File: config.mk
export PLATFORM = sky130hd
export DESIGN_NAME = alu_issue_stage_flat
export DESIGN_NICKNAME = d
export VERILOG_FILES = /design/src/rtl/alu_issue_if.sv /design/src/rtl/alu_issue_stage.sv /design/src/flat_wrapper.sv
export SDC_FILE = /design/constraint.sdc
export NUM_CORES = 1
export LEC_CHECK = 0
export ABC_AREA = 1
export CAP_MARGIN = 20
export CORE_MARGIN = 10
export CORE_UTILIZATION = 40
export DETAILED_ROUTE_END_ITERATION = 12
export GPL_TIMING_DRIVEN = 0
export PLACE_DENSITY = 0.8
export SLEW_MARGIN = 25
export SYNTH_ARGS = -nofsm -noshare
export SYNTH_HDL_FRONTEND = slang
export SYNTH_SLANG_ARGS = --single-unit
File: constraint.sdc
create_clock -name clk -period 1.39 [get_ports clk]
set_input_delay 0.3475 -clock clk [delete_from_list [all_inputs] [get_ports clk]]
set_output_delay 0.3475 -clock clk [all_outputs]
set_load 0.05 [all_outputs]
File: src/rtl/alu_issue_if.sv
`timescale 1ns/1ps
// Issue/writeback handshake bundle for alu_issue_stage: upstream op channel and
// downstream result channel. out_zero/out_neg exist only when ALU_FLAGS_EN is defined.
interface alu_issue_if #(parameter int TAG_W = 5);
    logic             in_valid;
    logic             in_ready;
    logic [31:0]      in_a;
    logic [31:0]      in_b;
    logic [3:0]       in_op;
    logic [TAG_W-1:0] in_tag;
    logic             out_valid;
    logic             out_ready;
    logic [31:0]      out_result;
    logic [TAG_W-1:0] out_tag;
    logic             out_illegal;
`ifdef ALU_FLAGS_EN
    logic             out_zero;
    logic             out_neg;
`endif

`ifdef ALU_FLAGS_EN
    modport master (
        output in_valid, in_a, in_b, in_op, in_tag, out_ready,
        input  in_ready, out_valid, out_result, out_tag, out_illegal, out_zero, out_neg
    );
    modport slave (
        input  in_valid, in_a, in_b, in_op, in_tag, out_ready,
        output in_ready, out_valid, out_result, out_tag, out_illegal, out_zero, out_neg
    );
`else
    modport master (
        output in_valid, in_a, in_b, in_op, in_tag, out_ready,
        input  in_ready, out_valid, out_result, out_tag, out_illegal
    );
    modport slave (
        input  in_valid, in_a, in_b, in_op, in_tag, out_ready,
        output in_ready, out_valid, out_result, out_tag, out_illegal
    );
`endif
endinterface

File: src/rtl/alu_issue_stage.sv
`timescale 1ns/1ps
// alu_issue_stage: two-stage valid/ready pipeline wrapped around the combinational 32-bit ALU.
// Optional macro ALU_FLAGS_EN adds registered out_zero/out_neg flags on the result channel.
module alu_issue_stage #(
    parameter int TAG_W = 5
) (
    input  logic        clk,
    input  logic        rst_n,
    input  logic        flush,
    alu_issue_if.slave  bus,
    output logic [31:0] alu_a,
    output logic [31:0] alu_b,
    output logic        alu_s3,
    output logic        alu_s2,
    output logic        alu_s1,
    output logic        alu_s0,
    input  logic [31:0] alu_c
);
    logic             vld_p1;
    logic             vld_p2;
    logic             ill_p1;
    logic [3:0]       sel_p1;
    logic [TAG_W-1:0] tag_p1;
    logic             adv1;
    logic             adv2;
    logic             push_p1;
    logic             cap_p2;

    // Only these selects make the ALU drive c; everything else would leave it floating.
    function automatic logic op_illegal(input logic [3:0] op);
        case (op)
            4'b0000, 4'b0001, 4'b1000, 4'b1001,
            4'b1010, 4'b1011, 4'b1100, 4'b1101, 4'b1110: return 1'b0;
            default:                                     return 1'b1;
        endcase
    endfunction

    assign adv2         = !vld_p2 || bus.out_ready;
    assign adv1         = !vld_p1 || adv2;
    assign bus.in_ready = adv1;
    assign push_p1      = bus.in_valid && adv1 && !flush;
    assign cap_p2       = adv2 && vld_p1 && !flush;

    assign {alu_s3, alu_s2, alu_s1, alu_s0} = sel_p1;
    assign bus.out_valid = vld_p2;

    // ---- stage 1: operand register feeding the ALU ----
    always_ff @(posedge clk or negedge rst_n) begin
        if (!rst_n) begin
            vld_p1 <= 1'b0;
            ill_p1 <= 1'b0;
            sel_p1 <= 4'b0000;
            tag_p1 <= '0;
            alu_a  <= 32'd0;
            alu_b  <= 32'd0;
        end else begin
            if (flush)
                vld_p1 <= 1'b0;
            else if (push_p1)
                vld_p1 <= 1'b1;
            else if (adv1)
                vld_p1 <= 1'b0;

            if (push_p1) begin
                alu_a  <= bus.in_a;
                alu_b  <= bus.in_b;
                tag_p1 <= bus.in_tag;
                ill_p1 <= op_illegal(bus.in_op);
                sel_p1 <= op_illegal(bus.in_op) ? 4'b0000 : bus.in_op;
            end
        end
    end

    // ---- stage 2: result register toward writeback ----
    always_ff @(posedge clk or negedge rst_n) begin
        if (!rst_n) begin
            vld_p2          <= 1'b0;
            bus.out_result  <= 32'd0;
            bus.out_tag     <= '0;
            bus.out_illegal <= 1'b0;
`ifdef ALU_FLAGS_EN
            bus.out_zero    <= 1'b0;
            bus.out_neg     <= 1'b0;
`endif
        end else begin
            if (flush)
                vld_p2 <= 1'b0;
            else if (cap_p2)
                vld_p2 <= 1'b1;
            else if (adv2)
                vld_p2 <= 1'b0;

            if (cap_p2) begin
                bus.out_result  <= ill_p1 ? 32'd0 : alu_c;
                bus.out_tag     <= tag_p1;
                bus.out_illegal <= ill_p1;
`ifdef ALU_FLAGS_EN
                bus.out_zero    <= ill_p1 ? 1'b1 : (alu_c == 32'd0);
                bus.out_neg     <= ill_p1 ? 1'b0 : alu_c[31];
`endif
            end
        end
    end
endmodule

File: src/flat_wrapper.sv
// flat-port wrapper written by rule: the top's interface ports become plain ports
module alu_issue_stage_flat 
#(
    parameter int TAG_W = 5
)
  (clk, rst_n, flush, alu_a, alu_b, alu_s3, alu_s2, alu_s1, alu_s0, alu_c, bus_in_valid, bus_in_a, bus_in_b, bus_in_op, bus_in_tag, bus_out_ready, bus_in_ready, bus_out_valid, bus_out_result, bus_out_tag, bus_out_illegal);
  alu_issue_if #(.TAG_W(TAG_W)) bus_i ();
  input  logic clk;
  input  logic rst_n;
  input  logic flush;
  output logic [31:0] alu_a;
  output logic [31:0] alu_b;
  output logic alu_s3;
  output logic alu_s2;
  output logic alu_s1;
  output logic alu_s0;
  input  logic [31:0] alu_c;
  input wire logic [$bits(bus_i.in_valid)-1:0] bus_in_valid;
  input wire logic [$bits(bus_i.in_a)-1:0] bus_in_a;
  input wire logic [$bits(bus_i.in_b)-1:0] bus_in_b;
  input wire logic [$bits(bus_i.in_op)-1:0] bus_in_op;
  input wire logic [$bits(bus_i.in_tag)-1:0] bus_in_tag;
  input wire logic [$bits(bus_i.out_ready)-1:0] bus_out_ready;
  output wire logic [$bits(bus_i.in_ready)-1:0] bus_in_ready;
  output wire logic [$bits(bus_i.out_valid)-1:0] bus_out_valid;
  output wire logic [$bits(bus_i.out_result)-1:0] bus_out_result;
  output wire logic [$bits(bus_i.out_tag)-1:0] bus_out_tag;
  output wire logic [$bits(bus_i.out_illegal)-1:0] bus_out_illegal;
  assign bus_i.in_valid = bus_in_valid;
  assign bus_i.in_a = bus_in_a;
  assign bus_i.in_b = bus_in_b;
  assign bus_i.in_op = bus_in_op;
  assign bus_i.in_tag = bus_in_tag;
  assign bus_i.out_ready = bus_out_ready;
  assign bus_in_ready = bus_i.in_ready;
  assign bus_out_valid = bus_i.out_valid;
  assign bus_out_result = bus_i.out_result;
  assign bus_out_tag = bus_i.out_tag;
  assign bus_out_illegal = bus_i.out_illegal;
  alu_issue_stage #(.TAG_W(TAG_W)) u_core (.clk(clk), .rst_n(rst_n), .flush(flush), .bus(bus_i), .alu_a(alu_a), .alu_b(alu_b), .alu_s3(alu_s3), .alu_s2(alu_s2), .alu_s1(alu_s1), .alu_s0(alu_s0), .alu_c(alu_c));
endmodule
# After elaboration in Yosys (flattened, before gate mapping)

Memory sizes are Yosys's and may differ from the RTL's. A register that Yosys moved wholly into a read port is not among the register bits.
Cells that the tools add are included.

Bits in registers: 113
Input bits: 110
Output and inout bits: 108
Memories: 2
Bits in read-only memories: 32
Logic and storage cells: 32

Reductions and logical operators: 12
Mux-type cells: 9

Memories:

| memory           | depth | width | rd ports | clocked after memory_dff | wr ports | line                  | source |
|---|---|---|---|---|---|---|---|
| (name not given) | 16    | 1     | 1        | 1                        | 0        | alu_issue_stage.sv:31 | `case (op)` |
| (name not given) | 16    | 1     | 1        | 0                        | 0        | alu_issue_stage.sv:31 |  |

Operators with widths:

| kind                | count |
|---|---|
| $mux W32            | 1 |
| $mux W1             | 7 |
| $reduce_bool A3 Y1  | 2 |
| $logic_and A1 B1 Y1 | 4 |
| $logic_not A1 Y1    | 4 |
| $mux W4             | 1 |
| $logic_or A1 B1 Y1  | 2 |

# Logic depth before layout (Yosys ltp)

Gate-level depths: netlist (run 1).

Depth in word-level cells: 7
Depth in mapped cells: 8
Mapped depth without buffers: 6

# Least setup slack after synthesis (run 1)

Ideal clock, no wire load.

Path type: reg2reg
Start: register u_core.vld_p2, in the netlist u_core.bus.out_valid
End: register u_core.alu_a[22]
Required time: 1.272 ns
Buffers on the path: 2
Stages on the path, launching flop included: 8
Clock period less this slack: 1.844 ns
Arrival: 1.727 ns
Path slack: -0.454 ns
Setup time: 0.118 ns
Cell sequence: dfrtp_1 > nand3_2 > nand2_2 > inv_2 > buf_6 > buf_2 > nand2_1 > nand2_1

Cells in the longest elaborated chain, start to end: 5

RTL lines:

| item                             | line                  | source |
|---|---|---|
| start: declaration               | alu_issue_stage.sv:20 | `logic vld_p2;` |
| start signal: assignment         | alu_issue_stage.sv:77 | `vld_p2 <= 1'b0;` |
| start signal: assignment         | alu_issue_stage.sv:87 | `vld_p2 <= 1'b0;` |
| start signal: assignment         | alu_issue_stage.sv:89 | `vld_p2 <= 1'b1;` |
| $logic_not A1 Y1                 | alu_issue_stage.sv:38 | `assign adv2 = !vld_p2 \|\| bus.out_ready;` |
| $logic_or A1 B1 Y1               | alu_issue_stage.sv:38 |  |
| $logic_or A1 B1 Y1               | alu_issue_stage.sv:39 | `assign adv1 = !vld_p1 \|\| adv2;` |
| net bus_in_ready                 | flat_wrapper.sv:24    | `output wire logic [$bits(bus_i.in_ready)-1:0] bus_in_ready;` |
| $logic_and A1 B1 Y1 (2 in a row) | alu_issue_stage.sv:41 | `assign push_p1 = bus.in_valid && adv1 && !flush;` |
| end signal: assignment           | alu_issue_stage.sv:65 | `alu_a <= bus.in_a;` |
| end: declaration                 | alu_issue_stage.sv:11 | `output logic [31:0] alu_a,` |

The timed path passes the listed nets, and every way through them passes these cells.
A chain may end at the register's enable or synchronous reset.

# Final worst setup path (run 1)

Start: register u_core.vld_p2, in the netlist u_core.bus.out_valid
End: output port bus_in_ready

Cells in the longest elaborated chain, start to end: 3

RTL lines:

| item               | line |
|---|---|
| $logic_not A1 Y1   | alu_issue_stage.sv:38 |
| $logic_or A1 B1 Y1 | alu_issue_stage.sv:38 |
| $logic_or A1 B1 Y1 | alu_issue_stage.sv:39 |
| end: declaration   | flat_wrapper.sv:24 |

No other way between the ends.

==> flow_metrics.env, run 1 <==
export IMPL_grt_pass1_wl_um=21800
export IMPL_boundaryPins=218
export IMPL_r2r_setup_slack_ns=0.03
export IMPL_power_frac_seq_pct=31.8
export IMPL_clkPwrFrac_pct=36.1
export IMPL_synth_cells=482
export IMPL_cts_buffer_depth=2
export IMPL_place_area_um2=6720
export IMPL_finalSetupViolCount=108
export IMPL_vias=4244
export IMPL_grt_usage_pct=18.3
export IMPL_diodes=0
export IMPL_drc=0
export IMPL_power_switching_mw=4.44
export IMPL_cellPowerDensity_nw_per_um2=1650
export IMPL_min_from="bus_in_a[2]"
export IMPL_leakage_nw=4.18
export IMPL_layout_nets=885
export IMPL_drive_gt1_share_pct=28.7
export IMPL_p_int_mw=8.75
export IMPL_synth_area_leaders="dfrtp_1 66%, nand2_1 27%, o21ai_0 2.1%"
export IMPL_insertion_delay_ns=0.52
export IMPL_critical_path_endpoint_type="primary output"
export IMPL_worst_setup_path_start_kind="register"
export IMPL_cts_clk_slew_worst_paths_ns=0.06
export IMPL_overflow=0
export IMPL_max_slew_margin_rel_pct=63.3
export IMPL_stdcell_area_um2=8010
export IMPL_avgRoutedWirePerCell_um=16.2
export IMPL_dpl_worst_slack_ns=-0.774
export IMPL_synth_area_um2=4310
export IMPL_yosysTopAreaCell="dfrtp_1"
export IMPL_cts_htree_levels=4
export IMPL_cts_sinks=114
export IMPL_die_h_um=124
export IMPL_syn2layout_area_growth_pct=85.8
export IMPL_core_area_um2=10400
export IMPL_dieWidth_um=124
export IMPL_violations="negative setup slack"
export IMPL_grt_max_degree=60
export IMPL_antenna_found_initial=0
export IMPL_critPathRequiredTime_ns=1.04
export IMPL_regArea_um2=2850
export IMPL_synth_top_cell_area_share_pct=66.2
export IMPL_synth_common_cells="306 x nand2_1, 114 x dfrtp_1, 18 x o21ai_0"
export IMPL_antenna_left=0
export IMPL_yosysWarningCount=0
export IMPL_crit_type="reg -> out"
export IMPL_synth_most_common_cell="nand2_1"
export IMPL_synth_edf_count=0
export IMPL_critPathTopFamily="flip-flops"
export IMPL_min_to="u_core.alu_a[2]$_DFFE_PN0P_"
export IMPL_finalHoldViolations=0
export IMPL_multi_input_area_um2=1360
export IMPL_worstMarginPinSlew_ns=0.551
export IMPL_fp_row_count=37
export IMPL_yosysSeqAreaShare_pct=66.2
export IMPL_drt_wl_total_um=14900
export IMPL_maxCapViolations=0
export IMPL_final_period_utilization_pct=110
export IMPL_fmax_ghz=0.655
export IMPL_p_sw_share_pct=33.7
export IMPL_cp_cell_sequence="nand3_4 > buf_8"
export IMPL_portBuffers=217
export IMPL_synth_avg_cell_area_um2=8.94
export IMPL_dr_pass1_iters=4
export IMPL_synth_main_ff_cell="dfrtp_1"
export IMPL_slew_viol_final=0
export IMPL_finClkSkew_ns=0.00673
export IMPL_cts_tree="yes"
export IMPL_start_util_pct=41.4
export IMPL_die_area_um2=15300
export IMPL_fill_cells=684
export IMPL_ff2ff_path_depth=8
export IMPL_crit_path_max_incr_delay_ns=0.44
export IMPL_min_path_cells=3
export IMPL_grt_setup_unrepaired="true"
export IMPL_place_congestion=0.808
export IMPL_vias_per_cell=4.59
export IMPL_synth_seq_cells=114
export IMPL_p_comb_share_pct=32.1
export IMPL_cp_data_arrival_time_ns=1.18
export IMPL_cts_buffers=17
export IMPL_cp_max_fo=3
export IMPL_reg2reg_to="u_core.alu_a[29]$_DFFE_PN0P_"
export IMPL_cp_num_buf_inv=1
export IMPL_yosysUniqueCellTypes=16
export IMPL_ys_async_sr_fraction_pct=100
export IMPL_cts_root_buf="clkbuf_8"
export IMPL_slowest_stage="dfrtp_2"
export IMPL_vdd_drop_max_uv=1020
export IMPL_drt_iter0_markers=245
export IMPL_min_period_ns=1.53
export IMPL_first_global_vias=4325
export IMPL_r2r_start="u_core.bus.out_valid$_DFFE_PN0P_"
export IMPL_dpl_hpwl_um=10400
export IMPL_syn_nets=592
export IMPL_status="finished, violations left"
export IMPL_finalPower_mw=13.2
export IMPL_setup_tns_final_ns=-2.52
export IMPL_fin_ws_ns=-0.137
export IMPL_hold_path_class="in -> reg"
-- flip-flops by register name (all words and copies together) (netlist names) --
name,count
u_core.alu_a,32
u_core.bus.out_illegal,1
u_core.bus.out_result,32
u_core.vld_p1,1
u_core.sel_p1,4
u_core.tag_p1,5
u_core.bus.out_tag,5
u_core.bus.out_valid,1
u_core.ill_p1,1
u_core.alu_b,32
-- placed cells by master, fill, tap and decap left out, drive strengths merged --
cell           instances
a21oi                  1
buf                  180
bufinv                 5
clkbuf                26
clkdlybuf4s50        108
clkinv                 4
clkinvlp               3
dfrtp                114
dlygate4sd3            1
inv                   11
nand2                308
nand3                  7
nor2                   2
o21ai                 18
-- power by group through the flow --
| stage | registers [mW] | logic (mW) | clock network [mW] |
|---|---|---|---|
| after floorplan | 5.79 | 0.510 | 0 |
| after global placement | 4.10 | 3.71 | 0 |
| after detailed placement | 4.13 | 3.76 | 0 |
| after CTS | 4.18 | 4.04 | 4.84 |
| after global routing | 4.23 | 4.47 | 5.00 |
| final | 4.19 | 4.23 | 4.76 |
-- layout make-up --
| cell class | instances | share of cell area (%) |
|---|---|---|
| timing repair buffer | 273 | 34.4 |
| buffer | 22 | 2.08 |
| sequential | 114 | 35.6 |
| multi-input combinational | 336 | 17.0 |
| clock inverter | 12 | 2.55 |
| clock buffer | 20 | 5.69 |
| inverter | 11 | 0.547 |
| tap | 136 | 2.13 |
-- worst min-delay path, delay by kind of cell --
family	cells	cell delay (ns)
buffers and inverters	1	0.39
AND/OR/NAND/NOR	2	0.10
-- routing by layer --
layer	vias to the layer above	share of wire (%)	routed length [um]	track usage, %
li1	2056	-	-	-
met1	2004	36	5360	18.3
met2	169	51	7610	31.9
met3	15	12	1770	10.7
met4	0	1.3	199	4.95
met5	-	0	0	0
-- stage by stage --
step                hold slack, ns  std cells  util, %
floorplan                   0.0519        482        -
global placement             0.461        835     64.2
detailed placement           0.357        836     64.5
CTS                          0.337        889     73.9
global route                 0.358        924     76.9
finish                       0.364        924     76.9
-- worst max path at each step --
| stage | endpoint | from | slack [ns] | depth (start not counted) |
|---|---|---|---|---|
| after floorplan | u_core.alu_a[22]$_DFFE_PN0P_ | u_core.bus.out_valid$_DFFE_PN0P_ | -0.08 | 7 |
| after global placement | u_core.bus.out_valid$_DFFE_PN0P_ | rst_n | -4.71 | 1 |
| after detailed placement | bus_in_ready | bus_out_ready | -0.77 | 4 |
| after CTS | bus_in_ready | u_core.bus.out_valid$_DFFE_PN0P_ | -0.18 | 2 |
| after global routing | bus_in_ready | u_core.bus.out_valid$_DFFE_PN0P_ | -0.18 | 2 |
| final | bus_in_ready | u_core.bus.out_valid$_DFFE_PN0P_ | -0.14 | 2 |
-- logic make-up (layout without fill, tap and decap cells) --
family                 Yosys count  count (layout)  synth area share, %
flip-flops                     114             114                 66.2
AO/OA/AOI/OAI                   19              19                 2.21
AND/OR/NAND/NOR                316             317                 28.1
buffers and inverters           33             338                 3.51
-- repair_timing --
action	in CTS	in global routing
buffers inserted	20	34
gates resized for setup	762	21
gates cloned	0	1
hold endpoints to repair	58	0
hold buffers	1	0
pin swaps	1	3
endpoints found under the setup margin	130	197
Note: power is estimated with default switching activity, not from simulation.
==> run 2, diff against run 1 <==
==> constraint.sdc (replaced) <==
create_clock -name clk -period 1.39 [get_ports clk]
set_input_delay 0.278 -clock clk [delete_from_list [all_inputs] [get_ports clk]]
set_output_delay 0.278 -clock clk [all_outputs]
set_load 0.05 [all_outputs]
==> run 2 against run 1 <==
Clock skew about the same. Sequential share of layout area is 1.7 points higher. Setup slack improved by 0.076 ns. Wire length down 5.1%. Maximum frequency rose by 5.2%. First-iteration DRC count decreased by 16%. Clock-buffer cell count is the same. Critical endpoint unchanged. Non-clock buffer count shrank 46. The flow still finishes with violations (negative setup slack).
==> flow_metrics.env, run 2 (same netlist as run 1, synthesis figures left out) <==
export IMPL_holdWs_ns=0.298
export IMPL_overflow=0
export IMPL_reg2reg_to="u_core.alu_a[29]$_DFFE_PN0P_"
export IMPL_grt_pass1_wl_um=21400
export IMPL_cp_cell_sequence="nand3_4 > buf_8"
export IMPL_drc=0
export IMPL_cts_clk_slew_worst_paths_ns=0.05
export IMPL_ff2ff_path_depth=8
export IMPL_hold_path_class="in -> reg"
export IMPL_wl_met3_um=1730
export IMPL_worstMarginPinSlew_ns=0.553
export IMPL_boundaryPins=218
export IMPL_path_depth=2
export IMPL_stdcell_area_um2=7640
export IMPL_cp_data_arrival_time_ns=1.17
export IMPL_worst_setup_path_start_kind="register"
export IMPL_cellPowerDensity_nw_per_um2=1680
export IMPL_avgRoutedWirePerCell_um=16.2
export IMPL_highest_layer="met4"
export IMPL_cts_sinks=114
export IMPL_fill_cells=744
export IMPL_portBuffers=217
export IMPL_critPathTopFamily="flip-flops"
export IMPL_met2_length_um=7150
export IMPL_drt_iter0_markers=205
export IMPL_die_h_um=124
export IMPL_final_period_utilization_pct=104
export IMPL_critical_path_endpoint_type="primary output"
export IMPL_vias_per_cell=4.58
export IMPL_first_global_vias=4229
export IMPL_finalSetupViolCount=1
export IMPL_diodes=0
export IMPL_cts_buffer_depth=2
export IMPL_final_cell_mix="306 x nand2_1, 113 x dfrtp_1, 109 x buf_6"
export IMPL_grt_setup_unrepaired="true"
export IMPL_finalPower_mw=12.9
export IMPL_drive_gt1_share_pct=24.0
export IMPL_leakage_nw=3.94
export IMPL_r2r_setup_slack_ns=0.04
export IMPL_cts_htree_levels=4
export IMPL_crit_type="reg -> out"
export IMPL_fp_row_count=37
export IMPL_maxCapViolations=0
export IMPL_grt_max_degree=60
export IMPL_layout_nets=838
export IMPL_max_slew_margin_rel_pct=63.1
export IMPL_cp_num_buf_inv=1
export IMPL_antenna_found_initial=0
export IMPL_vias=4021
export IMPL_top_regs="u_core.alu_a: 32 flops, u_core.alu_b: 32 flops, u_core.bus.out_result: 32 flops"
export IMPL_endpoint="bus_in_ready"
export IMPL_place_congestion=0.808
export IMPL_mostFrequentLayoutCell="nand2_1"
export IMPL_fin_ws_ns=-0.0610
export IMPL_dieWidth_um=124
export IMPL_cts_buffers=17
export IMPL_critPathRequiredTime_ns=1.11
export IMPL_crit_path_max_incr_delay_ns=0.43
export IMPL_cp_max_fo=3
export IMPL_min_period_ns=1.45
export IMPL_r2r_start="u_core.vld_p1$_DFFE_PN0P_"
export IMPL_dpl_hpwl_um=10400
export IMPL_wl_met1_um=5090
export IMPL_finClkSkew_ns=0.00644
export IMPL_syn2layout_area_growth_pct=77.4
export IMPL_violations="negative setup slack"
export IMPL_dr_pass1_iters=4
export IMPL_insertion_delay_ns=0.51
export IMPL_vdd_drop_max_uv=1010
export IMPL_cts_root_buf="clkbuf_8"
export IMPL_grt_usage_pct=18.0
export IMPL_slew_viol_final=0
export IMPL_finalHoldViolations=0
export IMPL_slowest_stage="dfrtp_2"
export IMPL_start_util_pct=41.4
export IMPL_dpl_worst_slack_ns=-0.635
export IMPL_setup_tns_final_ns=-0.0610
export IMPL_die_area_um2=15300
export IMPL_fmax_ghz=0.689
export IMPL_core_area_um2=10400
export IMPL_place_area_um2=6720
export IMPL_critPathLaunch="u_core.bus.out_valid$_DFFE_PN0P_"
export IMPL_drt_wl_total_um=14200
export IMPL_cts_tree="yes"
export IMPL_status="finished, violations left"
export IMPL_antenna_left=0
[run 2: changes by cell type in the layout (fill, tap and decap cells not counted), sizes merged]
cell | before | now
nand2 | 308 | 307
buf | 180 | 134
[run 2: metrics by stage]
step,utilization [%],cells
after CTS,71.2,871
after global routing,73.4,877
final,73.4,877
after floorplan,-,482
after global placement,64.2,835
after detailed placement,64.5,836
[run 2: power breakdown]
part | switching, mW | internal [mW]
logic | 2.46 | 1.44
clock network | 1.53 | 3.24
registers | 0.369 | 3.82
[run 2: per-layer routing]
layer | vias up | GRT usage (%)
li1 | 1955 | -
met5 | - | 0
met4 | 0 | 4.95
met1 | 1901 | 18.1
met2 | 151 | 30.8
met3 | 14 | 10.9
[run 2: how the worst min path moves through the flow]
stage | start | endpoint | slack [ns] | cells past startpoint
5_1_grt | bus_in_b[7] | u_core.alu_b[7]$_DFFE_PN0P_ | 0.29 | 3
6_report | bus_in_a[30] | u_core.alu_a[30]$_DFFE_PN0P_ | 0.30 | 3
2_1_floorplan | rst_n | u_core.alu_a[0]$_DFFE_PN0P_ | -0.02 | 0
3_5_place_dp | rst_n | u_core.bus.out_result[20]$_DFFE_PN0P_ | 0.29 | 1
4_1_cts | bus_in_a[2] | u_core.alu_a[2]$_DFFE_PN0P_ | 0.27 | 3
3_3_place_gp | u_core.bus.out_result[29]$_DFFE_PN0P_ | u_core.bus.out_result[29]$_DFFE_PN0P_ | 0.46 | 2
[run 2: cell type report]
class,count,area [um^2],area share [%]
Clock inverter,12,204,2.67
Clock buffer,20,455,5.96
Multi-Input combinational cell,335,1340,17.5
Tap cell,136,170,2.23
Inverter,11,46.3,0.606
Sequential cell,114,2850,37.3
Buffer,22,179,2.34
Timing Repair Buffer,227,2390,31.3
[run 2: worst reg2reg max path, stage by stage (launching register included)]
cell and delay, ns:
dfrtp_1 0.39, nand3_4 0.10, buf_4 0.17, nand2_8 0.12, inv_6 0.05, buf_12 0.14, buf_8 0.13, nand2_1 0.07
nand2_1 0.07
[run 2: timing repair]
item / 4_1_cts / 5_1_grt
hold buffers: 1 / 0
pin swaps: 1 / 3
setup endpoints to repair: 130 / 122
resized for setup: 721 / 60
buffers inserted: 2 / 6
hold endpoints to repair: 58 / 0
